<file path="src/rtl/pueo_turfhdr_pkg.sv">
// Shared constants and types for the TURF trigger-header framer.
package pueo_turfhdr_pkg;

    localparam int unsigned TS_W        = 48;
    localparam int unsigned EVNUM_W     = 32;
    localparam int unsigned HDR_W       = 64;
    localparam int unsigned ENTRY_W     = HDR_W + TS_W;
    localparam logic [15:0] FRAME_MAGIC = 16'h5045;
    localparam int unsigned FRAME_BEATS = 3;

    typedef enum logic [1:0] {
        IDLE  = 2'd0,
        BEAT0 = 2'd1,
        BEAT1 = 2'd2,
        BEAT2 = 2'd3
    } framer_state_t;

    // Beat states are numbered from 1, so the last beat's code equals the beat count.
    localparam framer_state_t ST_LAST = framer_state_t'(FRAME_BEATS[1:0]);

endpackage

</file>
<file path="src/rtl/pueo_turfhdr_fifo.sv">
// Synchronous show-ahead FIFO holding {header, timestamp} entries.
module pueo_turfhdr_fifo #(
    parameter int unsigned DEPTH = 4,
    parameter int unsigned WIDTH = 112
) (
    input  logic                       sysclk_i,
    input  logic                       sysclk_rst_i,
    input  logic                       wr_en,
    input  logic [WIDTH-1:0]           din,
    input  logic                       rd_en,
    output logic [WIDTH-1:0]           dout,
    output logic                       full,
    output logic                       empty,
    output logic [$clog2(DEPTH):0]     level
);

    localparam int unsigned AW = $clog2(DEPTH);

    logic [WIDTH-1:0] mem [DEPTH];
    logic [AW:0]      wptr_q, rptr_q;
    logic             do_wr, do_rd;

    // Pointers carry one extra wrap bit so full and empty are distinguishable.
    assign empty = (wptr_q == rptr_q);
    assign full  = (wptr_q[AW] != rptr_q[AW]) && (wptr_q[AW-1:0] == rptr_q[AW-1:0]);
    assign level = wptr_q - rptr_q;
    assign do_rd = rd_en & ~empty;
    assign do_wr = wr_en & (~full | do_rd);
    assign dout  = mem[rptr_q[AW-1:0]];

    always_ff @(posedge sysclk_i) begin
        if (sysclk_rst_i) begin
            wptr_q <= '0;
            rptr_q <= '0;
        end else begin
            if (do_wr) wptr_q <= wptr_q + 1'b1;
            if (do_rd) rptr_q <= rptr_q + 1'b1;
        end
    end

    always_ff @(posedge sysclk_i) begin
        if (do_wr) mem[wptr_q[AW-1:0]] <= din;
    end

endmodule

</file>
<file path="src/rtl/pueo_turfhdr_framer.sv">
// Frames each trigger header as three beats: magic+event number, header, timestamp.
module pueo_turfhdr_framer #(
    parameter int unsigned FIFO_DEPTH = 4,
    parameter string       SYSCLKTYPE = "NONE"
) (
    input  logic        sysclk_i,
    input  logic        sysclk_rst_i,
    input  logic        runrst_i,
    input  logic [63:0] s_hdr_tdata,
    input  logic        s_hdr_tvalid,
    output logic        s_hdr_tready,
    output logic [63:0] m_evt_tdata,
    output logic        m_evt_tvalid,
    output logic        m_evt_tlast,
    input  logic        m_evt_tready,
    output logic [15:0] stall_count_o
);

    import pueo_turfhdr_pkg::*;

    localparam int unsigned LVL_W = $clog2(FIFO_DEPTH) + 1;

    // Clock-type annotation only; no logic depends on it.
    if (SYSCLKTYPE == "NONE") begin : g_sysclk_plain
    end

    framer_state_t      state_q, state_d;
    logic [TS_W-1:0]    ts_q, ts_capture;
    logic [EVNUM_W-1:0] evcnt_q, evnum_q;
    logic [15:0]        stall_q;
    logic [ENTRY_W-1:0] fifo_dout;
    logic [LVL_W-1:0]   fifo_level;
    logic               fifo_full, fifo_empty;
    logic               push, pop, more, start_frame;

    assign s_hdr_tready  = ~fifo_full & ~sysclk_rst_i;
    assign push          = s_hdr_tvalid & s_hdr_tready;
    assign ts_capture    = runrst_i ? '0 : ts_q;
    assign pop           = (state_q == ST_LAST) & m_evt_tready;
    // A header pushed during the final beat lets the next frame start without a bubble.
    assign more          = (fifo_level > LVL_W'(1)) | push;
    assign start_frame   = ((state_q == IDLE) & ~fifo_empty) | (pop & more);
    assign stall_count_o = stall_q;

    pueo_turfhdr_fifo #(
        .DEPTH (FIFO_DEPTH),
        .WIDTH (ENTRY_W)
    ) u_fifo (
        .sysclk_i     (sysclk_i),
        .sysclk_rst_i (sysclk_rst_i),
        .wr_en        (push),
        .din          ({s_hdr_tdata, ts_capture}),
        .rd_en        (pop),
        .dout         (fifo_dout),
        .full         (fifo_full),
        .empty        (fifo_empty),
        .level        (fifo_level)
    );

    always_ff @(posedge sysclk_i) begin
        if (sysclk_rst_i) state_q <= IDLE;
        else              state_q <= state_d;
    end

    always_comb begin
        state_d = state_q;
        case (state_q)
            IDLE:    if (!fifo_empty)  state_d = BEAT0;
            BEAT0:   if (m_evt_tready) state_d = BEAT1;
            BEAT1:   if (m_evt_tready) state_d = BEAT2;
            BEAT2:   if (m_evt_tready) state_d = more ? BEAT0 : IDLE;
            default:                   state_d = IDLE;
        endcase
    end

    always_comb begin
        m_evt_tvalid = 1'b0;
        m_evt_tlast  = 1'b0;
        m_evt_tdata  = '0;
        case (state_q)
            BEAT0: begin
                m_evt_tvalid = 1'b1;
                m_evt_tdata  = {FRAME_MAGIC, 16'h0000, evnum_q};
            end
            BEAT1: begin
                m_evt_tvalid = 1'b1;
                m_evt_tdata  = fifo_dout[ENTRY_W-1 -: HDR_W];
            end
            BEAT2: begin
                m_evt_tvalid = 1'b1;
                m_evt_tlast  = 1'b1;
                m_evt_tdata  = {16'h0000, fifo_dout[TS_W-1:0]};
            end
            default: ;
        endcase
    end

    always_ff @(posedge sysclk_i) begin
        if (sysclk_rst_i || runrst_i) ts_q <= '0;
        else                          ts_q <= ts_q + 1'b1;
    end

    // Run reset coincident with a frame start numbers that frame 0 and leaves the counter at 1.
    always_ff @(posedge sysclk_i) begin
        if (sysclk_rst_i) begin
            evcnt_q <= '0;
            evnum_q <= '0;
        end else if (start_frame) begin
            evnum_q <= runrst_i ? '0 : evcnt_q;
            evcnt_q <= runrst_i ? EVNUM_W'(1) : evcnt_q + 1'b1;
        end else if (runrst_i) begin
            evcnt_q <= '0;
        end
    end

    always_ff @(posedge sysclk_i) begin
        if (sysclk_rst_i || runrst_i)                           stall_q <= '0;
        else if (s_hdr_tvalid && !s_hdr_tready && stall_q != '1) stall_q <= stall_q + 1'b1;
    end

endmodule

</file>
<file path="config.mk">
export PLATFORM = sky130hd
export DESIGN_NAME = pueo_turfhdr_framer
export DESIGN_NICKNAME = d
export VERILOG_FILES = /design/src/rtl/pueo_turfhdr_pkg.sv /design/src/rtl/pueo_turfhdr_fifo.sv /design/src/rtl/pueo_turfhdr_framer.sv
export SDC_FILE = /design/constraint.sdc
export NUM_CORES = 1
export LEC_CHECK = 0
export BUFFER_PORTS_ARGS = -buffer_cell sky130_fd_sc_hd__buf_2
export CAP_MARGIN = 20
export CORE_MARGIN = 2
export CORE_UTILIZATION = 35
export DETAILED_ROUTE_END_ITERATION = 10
export SLEW_MARGIN = 20
export SYNTH_ARGS = -nofsm -noshare
export SYNTH_HDL_FRONTEND = slang
export SYNTH_HIERARCHICAL = 1
export SYNTH_SLANG_ARGS = --single-unit
export TNS_END_PERCENT = 100
</file>
<file path="constraint.sdc">
create_clock -name sysclk_i -period 4.5 [get_ports sysclk_i]
set_clock_uncertainty 0.1 [all_clocks]
set_input_delay 0.225 -clock sysclk_i [delete_from_list [all_inputs] [get_ports sysclk_i]]
set_output_delay 0.225 -clock sysclk_i [all_outputs]
set_load 0.01 [all_outputs]
</file>
* Word level (Yosys, flattened, before mapping)
Memory sizes are Yosys's and may differ from the RTL's. A register that Yosys moved wholly into a read port is not among the register bits.
Cells that the tools add are included.
** Word-level totals
- Register bits :: 136
- Latch bits :: 0
- RAM bits :: 448
- Memory bits (read-only) :: 0
- Bits of input ports :: 69
- Word-level logic and storage cells :: 64
- Memories kept :: 1
** Memory list
- u_fifo.mem :: depth 4, bits a word 112, read ports 1, clocked after Yosys merged registers in 1, wr ports 1, RTL line pueo_turfhdr_fifo.sv:19 : logic [WIDTH-1:0] mem [DEPTH];
** Cells by class
- Add/sub/neg operators :: 6
- $mul :: 0
- Div/mod/pow operators :: 0
- Magnitude comparators :: 1
- Eq/ne operators :: 11
- Shift operators :: 0
- Muxes and demuxes :: 17
- Bitwise logic cells :: 13
- Reductions and logical operators :: 8
** Operator list (count)
- one-hot mux 64 bit (3 select lines) :: 1
- 2-to-1 mux 32 bit :: 3
- adder 48 x 1 -> 48 bit (second input constant) :: 1
- 2-to-1 mux 48 bit :: 1
- adder 32 x 1 -> 32 bit (second input constant) :: 1
- adder 16 x 1 -> 16 bit (second input constant) :: 1
- inequality test 16 bit (second input constant) :: 1
- 2-to-1 mux 2 bit :: 6
- inequality test 2 bit (second input constant) :: 4
- one-hot mux 2 bit (4 select lines) :: 1
- bitwise AND 1 bit :: 7
- adder 3 x 1 -> 3 bit (second input constant) :: 2
- 2-to-1 mux 1 bit :: 5
- equality test 2 bit (second input constant) :: 2
- AND reduction 4 bit :: 1
- equality test 3 bit :: 1
- greater-than comparator 3 x 1 -> 1 bit (second input constant) :: 1
- logical AND 1 bit :: 3
- inverter 1 bit :: 3
- bitwise OR 1 bit :: 3
- OR reduction 3 bit :: 1
- subtractor 3 bit :: 1
- equality test 2 x 1 -> 1 bit (second input constant) :: 1
- equality test 2 bit :: 1
- other kinds (4) :: 4

* Logic depth before layout (Yosys ltp)
Gate-level depths: netlist of the first run.
- Depth after elaboration :: 9
- Depth in mapped cells :: 12

* Cells and area by module
Netlist of the first run, hierarchy kept.
** By module, submodules not included
- pueo_turfhdr_fifo :: times used 1, cells each 640, area each 16609.7 sq um, seq. area each 13613.1 sq um
- pueo_turfhdr_framer :: times used 1, cells each 828, area each 6761.5 sq um, seq. area each 2602.5 sq um

* Least setup slack after synthesis of the first run
OpenSTA, ideal clock, no wires.
- Kind :: reg-to-reg
- From :: register u_fifo.wptr_q[0]
- To :: memory u_fifo.mem[0][0], enable pin
- Library setup time :: 0.484 ns
- Data arrival time :: 4.323 ns
- Required time :: 3.916 ns
- Setup slack :: -0.408 ns
- Cell stages (with the launch flop) :: 8
- Path buffers :: 0
- Cell sequence :: dfxtp_1 inv_1 ha_1 nand2_1 nor2_1 nor3b_1 o31a_1 and2_1
** On the way
- Cells in the longest elaborated chain, start to end :: 8
- Elaborated cells on any way between the ends :: 12
** RTL lines
- from (decl) :: RTL line pueo_turfhdr_fifo.sv:20 : logic [AW:0] wptr_q, rptr_q;
- from (signal assigned) :: RTL line pueo_turfhdr_fifo.sv:36 : if (do_wr) wptr_q <= wptr_q + 1'b1;
- equality test 2 bit :: RTL line pueo_turfhdr_fifo.sv:25 : assign full = (wptr_q[AW] != rptr_q[AW]) && (wptr_q[AW-1:0] == rptr_q[AW-1:0]);
- logical AND 1 bit :: RTL line pueo_turfhdr_fifo.sv:25
- named net fifo_full :: RTL line pueo_turfhdr_framer.sv:33 : logic fifo_full, fifo_empty;
- inverter 1 bit :: RTL line pueo_turfhdr_framer.sv:36 : assign s_hdr_tready = ~fifo_full & ~sysclk_rst_i;
- bitwise AND 1 bit :: RTL line pueo_turfhdr_framer.sv:36
- bitwise AND 1 bit :: RTL line pueo_turfhdr_framer.sv:37 : assign push = s_hdr_tvalid & s_hdr_tready;
- named net push :: RTL line pueo_turfhdr_framer.sv:34 : logic push, pop, more, start_frame;
- bitwise AND 1 bit :: RTL line pueo_turfhdr_fifo.sv:28 : assign do_wr = wr_en & (~full | do_rd);
- 2-to-1 mux 1 bit :: RTL line pueo_turfhdr_fifo.sv:42 : if (do_wr) mem[wptr_q[AW-1:0]] <= din;
- 2-to-1 mux 1 bit (not written as such) :: RTL line pueo_turfhdr_fifo.sv:42
- to (decl) :: RTL line pueo_turfhdr_fifo.sv:19
The timed path passes the listed nets, and every way through them passes these cells.

==> impl_metrics.ini, run 1 <==
[timing]
rsz0062_at_grt = no
setup_tns_ns = 0
hold_violations = 0
drv_slew = 0
finalSetupViolations = 0
layout_min_cycle_time_ns = 3.39
fmax_mhz = 295
worst_slew_pin_slew_ns = 0.985
min_period_over_period = 0.754
timing.final.ws_setup_ns = 1.11
relSlewSlack = 0.338

[worst_setup_path]
slowest_stage = dfxtp_4
max_stage_delay_ns = 0.73
worst-path-buf-inv = 2
worst-path-stages = 5
arrival_ns = 3.07
critPathLaunchType = flip-flop
crit_end = m_evt_tdata[28]
crit_family = flip-flops
crit_type = flip-flop to output port
r2r_start = state_q[1]
r2r_setup_slack_ns = 1.25
rr_worst_depth = 7
path_cells = buf_4 > mux4_2 > a222oi_1 > nor2_1 > buf_2
cp_max_fo = 25
critPathCaptureType = output port
crit_required_ns = 4.18
r2r_end = evcnt_q[21]

[global_route]
grt_max_degree = 60
grt-ovfl-total = 0
antenna_found_initial = 1
grt_usage = 0.154
grt_pass1_vias = 14084
grt_pass1_wl_mm = 82.8

[route]
drt-total-wl_mm = 53.2
drtPass1Iterations = 5
via_per_inst = 5.29
wire_per_inst_um = 20.4
dr_total_vias = 13759
drc = 0
drt_first_iter_violations = 1119
ant_nets = 0

[layout]
final_area_sq_um = 27700
final_core_util = 0.420
multi_input_comb_area_sq_um = 6770
seqCellArea_sq_um = 16200
final_common_cell = edfxtp_1
layout_common_cells = 448 x edfxtp_1, 151 x buf_2, 136 x dfxtp_1, 113 x nor2_1, 112 x mux4_2
drive_gt1_frac = 0.230
syn_to_final_growth_pct = 18.5
final_nets = 1774
fillCellCount = 5834

[worst_hold_path]
hold_class = input port to flip-flop

[clock_network]
clock_tree.buffer_depth = 3
cts_max_level = 2
numCtsBuffers = 57
root_buffer = clkbuf_16
clk_latency_ns = 0.62
cts_hold_buf = 65
post-cts-setup-buffers = 0
post_cts_resized = 0
clk_pin_slew_worst_paths_ns = 0.06
cts_tree = yes
clock-sinks = 586

[yosys]
syn_area_sq_um = 23400
ys_warn_count = 6
synth_nets = 1551
avgSynthCellArea_sq_um = 15.9
netlist_instances = 1467

[floorplan]
rows = 94
floorplan.die.height_um = 262
dieArea_sq_um = 68800
die_w_um = 262
io_pins = 152
coreArea_sq_um = 66000
initial_core_util = 0.354

[run]
cap_violations = 0

[power]
swShare = 0.241
p_clk_frac = 0.389
pwr-share-seq = 0.516
internal_power_w = 0.00879
powerDensity_nw_per_um2 = 418
p_comb_frac = 0.095
max-vdd-ir-drop_uv = 251
p_leak_nw = 8.79
power_w = 0.0116
power.switching_w = 0.00279

[placed_design]
dp.final_hpwl_mm = 33.5
place.gp.congestion = 0.815
port_buffers = 151
placed_area_sq_um = 25300
post-place-ws_ns = 1.31

[run_status]
outcome = completed
-- worst reg2reg max path, stage by stage (launching register included) --
cell and delay, ns:
dfxtp_1 0.40, inv_1 0.16, ha_2 0.53, nor2b_1 0.42
or4_1 0.38, nand4b_1 0.40, or4_1 0.61, a21oi_1 0.16
-- power groups by stage --
stage | Combinational, W | Sequential, W | Clock [W]
floorplan | 0.000604 | 0.00608 | 0
global placement | 0.00106 | 0.00608 | 0
detailed placement | 0.00107 | 0.00609 | 0
CTS | 0.00113 | 0.00598 | 0.00464
global route | 0.00119 | 0.00599 | 0.00484
finish | 0.00110 | 0.00598 | 0.00451
-- through the flow --
stage | std cells | hold slack [ns]
after floorplan | 1467 | 0.224
after global placement | 2430 | 0.337
after detailed placement | 2430 | 0.343
after CTS | 2601 | 0.0174
after global routing | 2602 | 0.0590
final | 2602 | 0.0601
-- state kept, by name, summed over array words and instances, names as in the netlist, named ones only --
name	cells
evcnt_q	32
evnum_q	32
stall_count_o	16
state_q	2
ts_q	48
u_fifo/mem	448
u_fifo/rptr_q	3
u_fifo/wptr_q	3
-- final cells by class --
class | count | share of cell area
sequential | 586 | 0.586
multi-input combinational | 776 | 0.245
timing repair buffer | 246 | 0.0634
clock buffer | 83 | 0.0583
tap | 864 | 0.0390
clock inverter | 23 | 0.00565
inverter | 23 | 0.00312
antenna | 1 | 0.0000904
-- routing by layer --
layer	vias up	track usage	share of wire
met5	-	0	0
met4	0	0.0438	0.020
met3	75	0.0270	0.046
met2	294	0.261	0.50
met1	7129	0.202	0.44
li1	6261	-	-
-- worst min path at each step --
stage                     slack, ns       startpoint                 end  depth (start not counted)
final                          0.06     m_evt_tready          state_q[0]                          4
after global routing           0.06     m_evt_tready          state_q[0]                          4
after CTS                      0.02     m_evt_tready          state_q[0]                          4
after detailed placement       0.34  s_hdr_tdata[54]  u_fifo/mem[0][102]                          1
after global placement         0.34  s_hdr_tdata[12]   u_fifo/mem[3][60]                          1
after floorplan                0.22  s_hdr_tdata[52]  u_fifo/mem[0][100]                          0
No activity file was read; power rests on OpenSTA's default activity.
==> run 2: changes to the inputs <==
- ABC_AREA: default -> 1
- clock period: 4.5 -> 3.2 ns (I/O delays scaled with it)
==> run 2 against run 1 <==
Against the previous run: total power is 53% higher; count of clock-buffer cells in the layout is 9 lower; non-clock buffer count is 22 higher; clock power is 63% higher; combinational power is 83% higher; die area is 8.0% higher.
==> impl_metrics.ini, run 2 <==
[run_status]
outcome = completed

[clock_network]
clock-sinks = 586
cts_max_level = 2
cts_tree = yes
root_buffer = clkbuf_16
clk_latency_ns = 0.66
clk_pin_slew_worst_paths_ns = 0.07
numCtsBuffers = 61
clock_tree.buffer_depth = 3

[yosys]
syn_area_sq_um = 25300
avgSynthCellArea_sq_um = 9.88
ys_warn_count = 6
netlist_instances = 2557
synth_nets = 2641

[worst_setup_path]
arrival_ns = 3.25
cp_max_fo = 42
critPathCaptureType = flip-flop
crit_type = flip-flop to flip-flop
crit_required_ns = 3.38
critPathLaunchType = flip-flop

[floorplan]
rows = 98
dieArea_sq_um = 74300
coreArea_sq_um = 71500
floorplan.die.height_um = 273
io_pins = 152
die_w_um = 273
initial_core_util = 0.353

[global_route]
grt_pass1_wl_mm = 102
antenna_found_initial = 2
grt-ovfl-total = 0
grt_usage = 0.174
grt_pass1_vias = 17522
grt_max_degree = 103

[route]
drt-total-wl_mm = 66.4
drc = 0
wire_per_inst_um = 17.7
via_per_inst = 5.02
drt_first_iter_violations = 1714
dr_total_vias = 18892
drtPass1Iterations = 6
ant_nets = 0

[power]
powerDensity_nw_per_um2 = 591
p_leak_nw = 10.7
max-vdd-ir-drop_uv = 413
power_w = 0.0177

[layout]
layout_common_cells = 486 x nor2_1, 476 x nand2_1, 448 x edfxtp_1, 196 x o21ai_0, 164 x inv_1
largest_register_ffs = 448
syn_to_final_growth_pct = 18.6
final_nets = 2842
final_area_sq_um = 30000
drive_gt1_frac = 0.122
fillCellCount = 6791
n_antenna_cell = 0
final_common_cell = nor2_1

[placed_design]
place.gp.congestion = 0.883
placed_area_sq_um = 27100
dp.final_hpwl_mm = 43.1
port_buffers = 151

[timing]
layout_min_cycle_time_ns = 3.06
hold_violations = 0
finalSetupViolations = 0
drv_slew = 0
relSlewSlack = 0.342
rsz0062_at_grt = no
min_period_over_period = 0.957
worst_slew_pin_slew_ns = 0.986
fmax_mhz = 327

[run]
cap_violations = 0

[worst_hold_path]
hold_class = input port to flip-flop
[run 2: stage by stage]
stage / util / setup TNS, ns / worst slack, ns / hold WS, ns / cells
2_1_floorplan: - / -83.80 / -0.202 / 0.129 / 2557
3_3_place_gp: 0.379 / 0 / 0.596 / 0.276 / 3573
3_5_place_dp: 0.379 / 0 / 0.616 / 0.277 / 3573
4_1_cts: 0.418 / 0 / 0.0650 / 0.112 / 3758
5_1_grt: 0.419 / 0 / 0.0124 / 0.148 / 3761
6_report: 0.419 / 0 / 0.138 / 0.133 / 3761
[run 2: area by class of cell]
type	instances	area, sq um	area share
flip-flops and latches	586	16200	0.542
multi-input cells	1669	7710	0.257
repair buffers	268	2050	0.0684
clock buffers	74	1610	0.0536
well taps	950	1190	0.0397
inverters	172	658	0.0220
clock inverters	42	514	0.0172
[run 2: power breakdown]
group / leakage (nW) / total (W) / internal [W] / switching (W)
logic: 4.42 / 0.00201 / 0.000577 / 0.00143
clock network: 1.02 / 0.00734 / 0.00426 / 0.00308
registers: 5.24 / 0.00836 / 0.00829 / 0.0000708
total: 10.7 / 0.0177 / 0.0131 / 0.00458
[run 2: per-layer routing]
metal  up-vias  routed length [um]  track usage
met1      9012               30100        0.247
met2       606               30600        0.281
li1       9178                   -            -
met4         2                1360       0.0437
met5         -                  13            0
met3        94                4340       0.0239
[run 2: path summary, 6_finish.rpt]
path	from	to	slack [ns]	cells after the start
worst min-delay path	runrst_i	ts_q[2]	0.13	5
worst max-delay path	u_fifo/rptr_q[1]	u_fifo/mem[2][82]	0.14	12
worst max register to register	u_fifo/rptr_q[1]	u_fifo/mem[2][82]	0.14	12
worst min register to register	ts_q[47]	ts_q[47]	0.36	2
[run 2: worst max-delay path, cell delays in order (launching register included)]
cell           delay [ns]
dfxtp_2              0.37
inv_1                0.05
ha_1                 0.28
nand2_2              0.09
nor2_4               0.06
nor2_8               0.13
nand2_2              0.07
dlygate4sd3_1        0.57
inv_2                0.11
nand2_4              0.12
nor2_4               0.14
buf_12               0.23
buf_12               0.30
[run 2: timing repair]
action                     in CTS  in global routing
hold buffers                   69                  0
hold endpoints to repair      269                  0
buffers inserted                0                  3
setup endpoints to repair       0                 33
resized for setup               0                  1
==> run 3: changes to the inputs <==
- CTS_BUF_LIST: default -> sky130_fd_sc_hd__clkbuf_16
==> run 3 against run 2 <==
Against the previous run: setup slack worse by 0.0080 ns; sequential share of layout area increased by 0.055 points; first-iteration DRC count is 2.1% lower; register-to-register slack hardly changed; sequential cell count is the same; count of clock-buffer cells in the layout is 13 lower; largest power group unchanged; highest routed layer unchanged.
==> impl_metrics.ini, run 3 (synthesis gave the netlist of run 2 again) <==
[global_route]
grt_pass1_vias = 17513
antenna_found_initial = 2
grt-ovfl-total = 0
grt_usage = 0.174
grt_max_degree = 103
grt_pass1_wl_mm = 102

[timing]
relSlewSlack = 0.339
layout_min_cycle_time_ns = 3.07
finalSetupViolations = 0
setup_tns_ns = 0
drv_slew = 0
rsz0062_at_grt = no
hold_violations = 0
fmax_mhz = 326
fin_hold_ws_ns = 0.133
min_period_over_period = 0.959
worst_slew_pin_slew_ns = 0.990

[layout]
n_antenna_cell = 0
final_common_cell = nor2_1
largest_register_ffs = 448
fillCellCount = 6793
final_nets = 2842
layout_common_cells = 486 x nor2_1, 476 x nand2_1, 448 x edfxtp_1, 196 x o21ai_0, 174 x inv_1
final_cells = 3761
syn_to_final_growth_pct = 18.4
drive_gt1_frac = 0.121

[power]
p_clk_frac = 0.411
powerDensity_nw_per_um2 = 588
max-vdd-ir-drop_uv = 415
swShare = 0.260
p_leak_nw = 10.7
pwr-share-seq = 0.475
internal_power_w = 0.0130
power_w = 0.0176
power.switching_w = 0.00458
p_comb_frac = 0.114

[clock_network]
clk_pin_slew_worst_paths_ns = 0.06
cts_max_level = 2
clk_latency_ns = 0.66
clock_tree.buffer_depth = 3
cts_tree = yes
root_buffer = clkbuf_16
numCtsBuffers = 61
clock-sinks = 586

[floorplan]
rows = 98
die_w_um = 273
coreArea_sq_um = 71500
dieArea_sq_um = 74300
initial_core_util = 0.353
floorplan.die.height_um = 273
io_pins = 152

[worst_hold_path]
hold_class = input port to flip-flop

[route]
drt_first_iter_violations = 1678
ant_nets = 0
dr_total_vias = 18832
drtPass1Iterations = 5
drt-total-wl_mm = 66.4
wire_per_inst_um = 17.6
drc = 0
via_per_inst = 5.01

[placed_design]
post-place-cells = 3573
dp.final_hpwl_mm = 43.1
place.gp.congestion = 0.883
port_buffers = 151

[worst_setup_path]
critPathCaptureType = flip-flop
crit_required_ns = 3.38
crit_type = flip-flop to flip-flop
critPathLaunchType = flip-flop
arrival_ns = 3.25
cp_max_fo = 42

[run]
cap_violations = 0

[run_status]
outcome = completed
## run 3: cell count changes in the layout (fill, tap and decap cells not counted)
cell,delta
clkinv_1,+3
clkbuf_8,-3
inv_1,+10
clkbuf_1,-10
## run 3: repair_timing
action	4_1_cts	5_1_grt
hold buffers	69	0
gates resized for setup	0	1
setup endpoints to repair	0	33
buffers inserted	0	3
endpoints found under the hold margin	269	0
## run 3: layout make-up
type / count / area (sq um) / area share
tap: 950 / 1190 / 0.0397
sequential: 586 / 16200 / 0.542
multi-input combinational: 1669 / 7710 / 0.258
timing repair buffer: 268 / 2050 / 0.0685
clock buffer: 61 / 1530 / 0.0510
inverter: 172 / 658 / 0.0220
clock inverter: 55 / 563 / 0.0188
## run 3: path summary, 6_finish.rpt
path                            cells after the start  slack, ns           endpoint        startpoint
worst max-delay path                               12       0.13  u_fifo/mem[2][82]  u_fifo/rptr_q[1]
worst min-delay path                                5       0.13            ts_q[2]          runrst_i
worst max register to register                     12       0.13  u_fifo/mem[2][82]  u_fifo/rptr_q[1]
worst min register to register                      2       0.36           ts_q[47]          ts_q[47]
## run 3: through the flow
stage                      util  instance area (sq um)  worst slack [ns]
after floorplan               -                  25300            -0.202
after global placement    0.379                  27100             0.596
after detailed placement  0.379                  27100             0.616
after CTS                 0.418                  29900            0.0648
after global routing      0.419                  29900            0.0124
final                     0.419                  29900             0.130
## run 3: power groups by stage
stage                     logic (W)  clock network [W]  registers (W)
after floorplan             0.00115                  0        0.00851
after CTS                   0.00201            0.00737        0.00836
after detailed placement    0.00194                  0        0.00852
after global routing        0.00220            0.00767        0.00837
after global placement      0.00193                  0        0.00852
final                       0.00201            0.00723        0.00836
## run 3: worst max-delay path: stages (launching register included)
cell	delay, ns
dfxtp_2	0.37
inv_1	0.05
ha_1	0.28
nand2_2	0.09
nor2_4	0.06
nor2_8	0.13
nand2_2	0.08
dlygate4sd3_1	0.57
inv_2	0.11
nand2_4	0.12
nor2_4	0.14
buf_12	0.23
buf_12	0.30
## run 3: layer usage
metal | vias to the layer above | share of wire | routed length [um] | GRT usage
li1 | 9173 | - | - | -
met1 | 8946 | 0.45 | 30100 | 0.247
met2 | 617 | 0.46 | 30500 | 0.281
met3 | 94 | 0.067 | 4430 | 0.0239
met4 | 2 | 0.020 | 1340 | 0.0434
met5 | - | 0.00020 | 13 | 0
